`config.mk`:
```
export PLATFORM = sky130hd
export DESIGN_NAME = parallel_crc16_flat
export DESIGN_NICKNAME = d
export VERILOG_FILES = /design/src/rtl/parallel_crc16_if.sv /design/src/rtl/parallel_crc16.sv /design/src/flat_wrapper.sv
export SDC_FILE = /design/constraint.sdc
export NUM_CORES = 1
export LEC_CHECK = 0
export CORE_MARGIN = 10
export CORE_UTILIZATION = 44
export CTS_CLUSTER_SIZE = 30
export DETAILED_ROUTE_END_ITERATION = 12
export PLACE_DENSITY_LB_ADDON = 0.1
export SLEW_MARGIN = 20
export SYNTH_ARGS = -nofsm -noshare
export SYNTH_HDL_FRONTEND = slang
export SYNTH_SLANG_ARGS = --single-unit
export TNS_END_PERCENT = 20
```
`constraint.sdc`:
```
create_clock -name clk -period 1 [get_ports clk]
set_clock_uncertainty 0.1 [all_clocks]
set_input_delay 0.2 -clock clk [delete_from_list [all_inputs] [get_ports clk]]
set_output_delay 0.2 -clock clk [all_outputs]
set_load 0.03 [all_outputs]
```
`src/rtl/parallel_crc16_if.sv`:
```
// Codeword bus between the message source and the CRC stage.
// The source drives data_in and receives the registered codeword on data_out.
interface parallel_crc16_if #(
  parameter int DATA_W = 34,
  parameter int CRC_W  = 16
);
  logic [DATA_W-1:0]       data_in;
  logic [DATA_W+CRC_W-1:0] data_out;

  modport master (output data_in, input data_out);
  modport slave  (input data_in, output data_out);
endinterface

```
`src/rtl/parallel_crc16.sv`:
```
// Single-cycle parallel CRC generator: registers {data_in, crc(data_in)} every clock.
// The bit-serial MSB-first CRC is unrolled into one combinational XOR cone.
module parallel_crc16 #(
  parameter int               DATA_W = 34,
  parameter int               CRC_W  = 16,
  parameter logic [CRC_W-1:0] POLY   = 16'h8005,
  parameter logic [CRC_W-1:0] INIT   = 16'h0000
) (
  input  logic              clk,
  input  logic              reset,
  parallel_crc16_if.slave   bus
);

  logic [CRC_W-1:0]        w_crc;
  logic [DATA_W+CRC_W-1:0] r_data_out;

  // Preset to INIT for every word, so no state carries between words.
  function automatic logic [CRC_W-1:0] crc_calc(input logic [DATA_W-1:0] d);
    logic [CRC_W-1:0] c;
    logic             fb;
    c = INIT;
    for (int i = DATA_W - 1; i >= 0; i--) begin
      fb = d[i] ^ c[CRC_W-1];
      c  = {c[CRC_W-2:0], 1'b0} ^ (fb ? POLY : {CRC_W{1'b0}});
    end
    return c;
  endfunction

  always_comb begin
    w_crc = crc_calc(bus.data_in);
  end

  always_ff @(posedge clk or negedge reset) begin
    if (!reset) begin
      r_data_out <= '0;
    end else begin
      r_data_out <= {bus.data_in, w_crc};
    end
  end

  assign bus.data_out = r_data_out;

endmodule

```
`src/flat_wrapper.sv`:
```
// flat-port wrapper written by rule: the top's interface ports become plain ports
module parallel_crc16_flat 
#(
  parameter int               DATA_W = 34,
  parameter int               CRC_W  = 16,
  parameter logic [CRC_W-1:0] POLY   = 16'h8005,
  parameter logic [CRC_W-1:0] INIT   = 16'h0000
)
  (clk, reset, bus_data_in, bus_data_out);
  parallel_crc16_if #(.DATA_W(DATA_W), .CRC_W(CRC_W)) bus_i ();
  input  logic clk;
  input  logic reset;
  input wire logic [$bits(bus_i.data_in)-1:0] bus_data_in;
  output wire logic [$bits(bus_i.data_out)-1:0] bus_data_out;
  assign bus_i.data_in = bus_data_in;
  assign bus_data_out = bus_i.data_out;
  parallel_crc16 #(.DATA_W(DATA_W), .CRC_W(CRC_W), .POLY(POLY), .INIT(INIT)) u_core (.clk(clk), .reset(reset), .bus(bus_i));
endmodule
```
---- Word level (Yosys, flattened, before mapping) ----
Index checks and enable logic that the tools add are counted.
word-level totals
  flip-flop bits (word level) ............. 50
  bits of input ports ..................... 36
  output and inout port bits .............. 50
  word-level logic and storage cells ...... 101
cells by class
  mux-type cells .......................... 34
  bitwise gates (word level) .............. 66
operators with widths
  operator           number
  16-bit 2-to-1 mux  34
  16-bit XOR         33
  1-bit XOR          33

---- Logic depth before layout (Yosys ltp) ----
  word-level depth ........................ 100
  mapped depth ............................ 5
  mapped depth without buffers ............ 5

---- Worst setup path after synthesis ----
No wires, ideal clock.
  kind .................................... input to register
  start point ............................. in bus_data_in[30]
  end point ............................... reg u_core.r_data_out[15], in the netlist u_core.bus.data_out[15]
  library setup time ...................... 0.123 ns
  arrival time ............................ 1.884 ns
  required time ........................... 0.777 ns
  path slack .............................. -1.107 ns
  stages on the path ...................... 5
  buffers on the path ..................... 0
  cells stage by stage .................... xnor3_2 -> xnor3_1 -> xor3_1 -> xor3_1 -> xnor2_1
on the way
  cells in the longest elaborated chain, start to end .. 93
RTL lines
  element                     RTL line              text
  from (decl)                 flat_wrapper.sv:13    input wire logic [$bits(bus_i.data_in)-1:0] bus_data_in;
  1-bit XOR (*)               parallel_crc16.sv:23  fb = d[i] ^ c[CRC_W-1];
  16-bit 2-to-1 mux (*)       parallel_crc16.sv:24  c = {c[CRC_W-2:0], 1'b0} ^ (fb ? POLY : {CRC_W{1'b0}});
  16-bit XOR (*)              parallel_crc16.sv:24
  1-bit XOR                   parallel_crc16.sv:23
  16-bit 2-to-1 mux           parallel_crc16.sv:24
  16-bit XOR (*)              parallel_crc16.sv:24
  1-bit XOR                   parallel_crc16.sv:23
  16-bit 2-to-1 mux           parallel_crc16.sv:24
  [... 78 more ...]           --
  16-bit XOR (*)              parallel_crc16.sv:24
  1-bit XOR                   parallel_crc16.sv:23
  16-bit 2-to-1 mux           parallel_crc16.sv:24
  16-bit XOR (*)              parallel_crc16.sv:24
  1-bit XOR                   parallel_crc16.sv:23
  16-bit 2-to-1 mux           parallel_crc16.sv:24
  16-bit XOR (*)              parallel_crc16.sv:24
  named net u_core.w_crc[15]  parallel_crc16.sv:14  logic [CRC_W-1:0] w_crc;
  to (signal assigned)        parallel_crc16.sv:37  r_data_out <= {bus.data_in, w_crc};
  to (decl)                   parallel_crc16.sv:15  logic [DATA_W+CRC_W-1:0] r_data_out;
The timed path passes the listed nets; every way through them passes the cells marked *.

---- Worst setup path in the final report ----
Same ends and word-level chain as after synthesis.

==> impl.org <==
** Critical path
- Slowest cell on the critical path :: sky130_fd_sc_hd__xor3_1
- Chain of cells forming the critical path :: buf_8, xnor3_2, xnor3_1, xor3_1, xor3_1, xnor2_1
- Required arrival time at the worst endpoint :: 1120 ps
- Critical path launch point type :: input port
- Crit-path most repeated cell :: sky130_fd_sc_hd__xor3_1
- Of all nets on the critical path, the largest fanout is 3.
- The worst setup path is captured at a flip-flop.
- Type of the worst setup path :: input port to flip-flop
- Data on the critical path arrives at its endpoint at 1970 ps.
- In this design, the stage delay of the slowest critical-path cell is about 450 ps.

** Route
- In this run the remaining antenna-violating nets after routing total 0.
- Average via count per standard cell :: 4.53
- Average wire length per cell after detail routing :: 20.2 um
- After detailed routing, the number of remaining DRC violations is 0.
- Total vias in the final route :: 1383
- Number of DRC markers in iteration 0 :: 62
- The first detailed-routing pass took 4 iterations.
- Final wirelength :: 6.16 mm

** Global route
- Vias in the first global route :: 1629
- The total overflow left after global routing is 0.
- The first global-routing pass estimated 9.06 mm of wire.
- Global-route total usage across every layer :: between 10% and 20%
- Maximum number of pins on one net before global-route repair :: between 50 and 60
- Initial antenna violation count :: 0

** Die
- Once the floorplan was initialized, standard cells occupied 46.5% of the core.
- Core Box Area :: roughly 0.0041 mm2
- After floorplanning, the core was divided into 23 placement rows.
- During I/O placement, the number of pins put on the boundary was 86.
- The die is between 80 and 90 um tall.
- Measured along the x axis, the die boundary spans 86.0 um.
- The floorplan step defined a die boundary enclosing 0.00739 mm2.

** Final layout
- Final net count :: between 200 and 300
- The finished cells cover 0.00369 mm2.
- The repair_antennas step left the layout with diodes totalling 0.
- Cells with a size suffix above 1 make up roughly 60% of the layout.
- The register with the most flip-flops in the layout has 50 of them.
- Fillers :: 148
- From synthesis to final layout, the design area changed by 92.5%.
- Sequential standard cell area :: 0.00125 mm2
- The multi-input combinational cells in the finished layout cover a total of 905 um2.

** Synth
- Most area-hungry cell type in the Yosys netlist :: sky130_fd_sc_hd__dfrtp_1
- Average size of a mapped cell :: 17.7 um2
- Top cells by area, synth :: sky130_fd_sc_hd__dfrtp_1 (65%), sky130_fd_sc_hd__xnor2_1 (17%), sky130_fd_sc_hd__xnor3_1 (9.4%)
- The synthesized netlist contains 6 unique library cells.
- Sequential cells were found to cover 65.4% of the synthesized design area.
- Ranking of synthesized cells by instance count :: sky130_fd_sc_hd__dfrtp_1 (50), sky130_fd_sc_hd__xnor2_1 (38), sky130_fd_sc_hd__xor2_1 (9)
- Share of the synthesized area in the top cell type :: 65.4%
- FF+latch count, synth :: 50
- Counting every instance in the synthesized netlist gives between 100 and 150.
- Cell with the most instances after synthesis :: sky130_fd_sc_hd__dfrtp_1
- Syn. warnings :: 0
- Among all flip-flop cells after synthesis, the most frequent one is sky130_fd_sc_hd__dfrtp_1.
- Cell Area, Synth :: 0.00191 mm2
- Number of enable flip-flop cells after synthesis :: 0
- When the netlist entered floorplanning its net count stood at around 140.
- In the synthesized netlist the async set-or-reset flop fraction comes to 100%.

** Pwr
- The share of total power dissipated in the clock network is 19.4%.
- Power comes to 7170 uW.
- The analysis attributes to net switching a power of 2310 uW.
- IR analysis of the VDD net gives a maximum drop of 0.00161 V.
- Leakage component of the power :: 0.00183 uW
- Internal cell power :: 4860 uW
- Power density of the placed cells :: slightly below 2000 mW/mm2
- In this run switching power makes up 32.2% of total power.
- Combinational share of power :: 45.8%
- Sequential share of power :: 34.8%

** STA
- Setup repair after global routing could not meet its margin everywhere.
- Dividing the final minimum period by the clock period gives 185%.
- Count of endpoints failing setup in the final report :: 57
- Counting I/O delays and the setup requirement, the final critical path takes 1850 ps.
- Hold timing on the final database bottoms out at a slack of 8.69 ps.
- Final WS setup :: -849 ps
- Maximum clock frequency :: between 0.5 and 0.6 GHz
- Number of max-slew violations in the final report :: 0
- Slew headroom :: 81.9%
- Final hold vios :: 0
- Actual transition at the worst max-transition pin :: 271 ps

** Run status
- Result of the run :: finished, violations left
- Violated checks :: setup timing

** CTS
- The tree built by TritonCTS fans out to 50 sinks.
- Clock tree synthesis inserted a total of 5 buffers.
- Clock-pin slew was measured on the worst setup and hold paths at 90 ps.
- CTS H-tree lvls :: 2
- CTS tree :: yes
- Counting along the longest clock path gives a buffer depth of 2.
- Clock tree root buffer cell :: sky130_fd_sc_hd__clkbuf_8

** Placed design
- At the end of routability-driven placement, the weighted congestion stood at 0.745.
- I/O Buffers :: 85
- Placed Instance Area :: 0.00302 mm2
- Detailed placement ended at an HPWL of 3.89 mm.

** Run
- Max-cap violations in this run came to 0.

** Hold path
- Min-delay worst type :: input port to flip-flop
placed cells by master (no fill, tap or decap), drive strengths merged:
master,instances
xnor3,9
bufinv,1
dlygate4sd2,4
clkbuf,11
xor3,2
buf,112
clkdlybuf4s15,8
xor2,9
dlygate4sd3,8
dfrtp,50
xnor2,38
dlymetal6s2s,3
worst paths after layout:
check | cells after the start | from | slack, ps | to
worst max-delay path | 6 | bus_data_in[30] | -850 | u_core.bus.data_out[15]$_DFF_PN0_
worst min-delay path | 2 | bus_data_in[7] | 9 | u_core.bus.data_out[23]$_DFF_PN0_
max in group asynchronous | 3 | reset | 250 | u_core.bus.data_out[20]$_DFF_PN0_
min in group asynchronous | 3 | reset | 320 | u_core.bus.data_out[11]$_DFF_PN0_
per-stage QoR:
stage | cells | setup slack (ps) | setup TNS [ps] | utilization, %
after floorplan | 108 | -828 | -2990 | -
after global placement | 281 | -1400 | -11630 | 73.5
after detailed placement | 281 | -1510 | -12320 | 73.5
after CTS | 299 | -963 | -9060 | 86.8
after global routing | 305 | -870 | -10800 | 89.6
final | 305 | -849 | -8980 | 89.6
critical path: cells and delay by family:
kind	cells	cell delay [ps]
XOR/XNOR	5	1660
buffers and inverters	1	100
power by group through the flow:
stage                     Clock, uW  Combinational, uW  Sequential [uW]
after floorplan                   0                970             3070
after global placement            0               2620             2460
after detailed placement          0               2690             2460
after CTS                      1410               3170             2480
after global routing           1520               3430             2520
final                          1400               3290             2490
layer usage:
metal  part of all wire [%]  vias up  GRT usage, %
met5                      0        -             0
met1                     35      687          16.9
met4                    2.3        0          5.24
met3                    7.8       11          5.30
li1                       -      626             -
met2                     55       59          28.4
what timing repair did:
item | CTS | global route
setup buffers | 4 | 5
hold buffers | 7 | 1
gates resized for setup | 166 | 31
hold endpoints to repair | 56 | 1
setup endpoints to repair | 65 | 60
pin swaps | 30 | 19
logic make-up after synthesis:
family    synth area share (%)
xor+xnor                  34.6
flops                     65.4
final cells by class:
| type | instances | area share (%) |
|---|---|---|
| clock buffer | 7 | 2.07 |
| clock inverter | 1 | 0.815 |
| sequential | 50 | 33.9 |
| timing repair buffer | 139 | 36.9 |
| tap | 50 | 1.70 |
| multi-input combinational | 58 | 24.5 |
No activity file was read; power rests on OpenSTA's default activity.
==> patch (same settings) <==
`DATA_W` is set to 34 in 3 places; all go to 30.
--- a/src/rtl/parallel_crc16_if.sv
+++ b/src/rtl/parallel_crc16_if.sv
@@ -1,7 +1,7 @@
 // Codeword bus between the message source and the CRC stage.
 // The source drives data_in and receives the registered codeword on data_out.
 interface parallel_crc16_if #(
-  parameter int DATA_W = 34,
+  parameter int DATA_W = 30,
   parameter int CRC_W  = 16
 );
   logic [DATA_W-1:0]       data_in;
--- a/src/rtl/parallel_crc16.sv
+++ b/src/rtl/parallel_crc16.sv
@@ -1,7 +1,7 @@
 // Single-cycle parallel CRC generator: registers {data_in, crc(data_in)} every clock.
 // The bit-serial MSB-first CRC is unrolled into one combinational XOR cone.
 module parallel_crc16 #(
-  parameter int               DATA_W = 34,
+  parameter int               DATA_W = 30,
   parameter int               CRC_W  = 16,
   parameter logic [CRC_W-1:0] POLY   = 16'h8005,
   parameter logic [CRC_W-1:0] INIT   = 16'h0000
--- a/src/flat_wrapper.sv
+++ b/src/flat_wrapper.sv
@@ -1,7 +1,7 @@
 // flat-port wrapper written by rule: the top's interface ports become plain ports
 module parallel_crc16_flat 
 #(
-  parameter int               DATA_W = 34,
+  parameter int               DATA_W = 30,
   parameter int               CRC_W  = 16,
   parameter logic [CRC_W-1:0] POLY   = 16'h8005,
   parameter logic [CRC_W-1:0] INIT   = 16'h0000
Interface: changed (resized bus_data_in and bus_data_out); port bits go from 86 to 78. No check against the original RTL was run, so the function may have changed too.
==> patch against the unedited design <==
The run still ends with setup timing left; sequential cell count decreased by 4; power down 17%; sequential power decreased by 9.2%; final area fell by 13%; largest power group unchanged; wire length down 19%; area after synthesis fell by 10%; sequential share of layout area rose by 1.9 points; combinational power shrank 20%; setup slack improved by 220 ps; clock power decreased by 25%; non-clock buffer count is 19 lower; highest routed layer unchanged; first-iteration DRC count fell by 29%.
==> patch: results (changes against the unedited design) <==
[power]
p_leak_nw = 1.54  ; -15%
irDropWorstVdd_v = 0.00138  ; -14%

[global_route]
antenna_found_initial = 0  ; unchanged
globalRouteOverflowTotal = 0  ; unchanged
global_route_wire_length_before_repair_um = 7390  ; -18%
grt_max_degree = 47  ; -7.8%
global_route.usage.total_pct = 14.9  ; -0.90 points
first_global_vias = 1472  ; -9.6%

[placed_design]
place.port_buffers = 77  ; -9.4%
place_worst_setup_slack_ps = -1260  ; +253 ps
place_hpwl_um = 3470  ; -11%
gp_routability_congestion = 0.737  ; -1.1%

[clock_network]
cts.htree.levels = 2  ; unchanged
cts.reportedPaths.clkPinSlew_ps = 70  ; -20 ps
maximum_root_to_sink_buffer_count = 2  ; unchanged
cts_root_buf = clkbuf_8
tritoncts.num_buffers = 5  ; unchanged

[yosys]
ys_async_sr_fraction_pct = 100  ; unchanged
synth_top_cells_by_count = dfrtp_1 (46), xnor2_1 (40), xor2_1 (15)
yosys-top-cells-area = dfrtp_1 (67%), xnor2_1 (20%), xor2_1 (7.6%)
yosysWarnings = 0  ; unchanged
ys_seq_area_share_pct = 67.0  ; +1.6 points
synth_cell_types = 7  ; +1
mappedNetlistNets = 137  ; -4.9%

[layout]
finish.net_count = 264  ; -9.0%
filler_cell_count = 181  ; +22%
largest_register_ff_count = 46  ; -8.0%
layout-drive-gt1-share_pct = 57.8  ; -1.8 points
antenna_cells = 0  ; unchanged

[worst_setup_path]
worst_ep_arrival_time_ps = 1710  ; -260 ps
critical_path_peak_fanout = 3  ; unchanged

[drt]
met2WireLength_um = 2840  ; -16%
avgRoutedWirePerCell_um = 17.8  ; -12%
dr_wl_met3_um = 492  ; +2.1%
dr_total_vias = 1234  ; -11%
detailedRoute.firstPassIterationCount = 4  ; unchanged
route.layer.met1.wl_um = 1580  ; -26%
drt_iter0_markers = 44  ; -29%

[timing]
final-setup-viol-count = 51  ; -11%
worst_pin_slew_ps = 264  ; -7.54 ps
worst_slack_ps = -630  ; +218 ps
slew_violations = 0  ; unchanged
fin_setup_tns_ps = -7180  ; +1790 ps

[run_status]
outcome = complete, but fails checks
failed_checks = setup timing

patch: changes by cell type in the layout (fill, tap and decap cells not counted), moves of 6 or more:
cell	unedited run	this run
buf_6	62	46
dlygate4sd3_1	8	2
dlygate4sd2_1	4	15
xnor3_1	7	0
patch: repair_timing:
item / in CTS / in global routing
endpoints found under the hold margin: 46 / 1
endpoints found under the setup margin: 60 / 53
buffers inserted: 2 / 2
resized for setup: 123 / 27
pin swaps: 23 / 14
hold buffers: 1 / 1
patch: final timing paths:
kind                       cells past startpoint                                end  slack (ps)            start
max in group asynchronous                      3  u_core.bus.data_out[20]$_DFF_PN0_         260            reset
setup / recovery                               6   u_core.bus.data_out[1]$_DFF_PN0_        -630   bus_data_in[4]
min in group asynchronous                      3  u_core.bus.data_out[40]$_DFF_PN0_         310            reset
hold / removal                                 2  u_core.bus.data_out[28]$_DFF_PN0_          20  bus_data_in[12]
patch: cells by family (layout without fill, tap and decap cells):
kind of cell           Yosys count  in the layout  share of synthesized area [%]
XOR/XNOR                        59             59                           33.0
flip-flops                      46             46                           67.0
buffers and inverters            0            127                              0
patch: layout make-up:
type,instances,area share [%]
clock buffer,7,2.37
multi-input combinational,59,24.0
sequential,46,35.8
tap,48,1.87
timing repair buffer,120,35.9
patch: power breakdown:
group / switching [mW] / internal (mW)
logic: 1.20 / 1.43
clock network: 0.565 / 0.482
registers: 0.146 / 2.11
total: 1.91 / 4.03
patch: critical path, stage by stage:
cell	delay, ps
clkdlybuf4s15_1	240
xor2_2	190
xnor2_1	210
xnor2_1	180
xnor3_2	520
xor2_1	170
patch: stage by stage:
stage	total power [mW]	instances	area, sq um	util [%]
2_1_floorplan	3.44	105	1750	-
3_3_place_gp	4.46	267	2780	74.9
3_5_place_dp	4.52	267	2780	74.9
4_1_cts	5.85	277	3140	84.6
5_1_grt	6.21	280	3210	86.5
6_report	5.94	280	3210	86.5
patch: layer usage:
layer / vias to the layer above / GRT usage [%]
met2: 50 / 28.0
met1: 610 / 14.6
met4: 0 / 5.52
met3: 6 / 5.40
met5: - / 0
li1: 568 / -
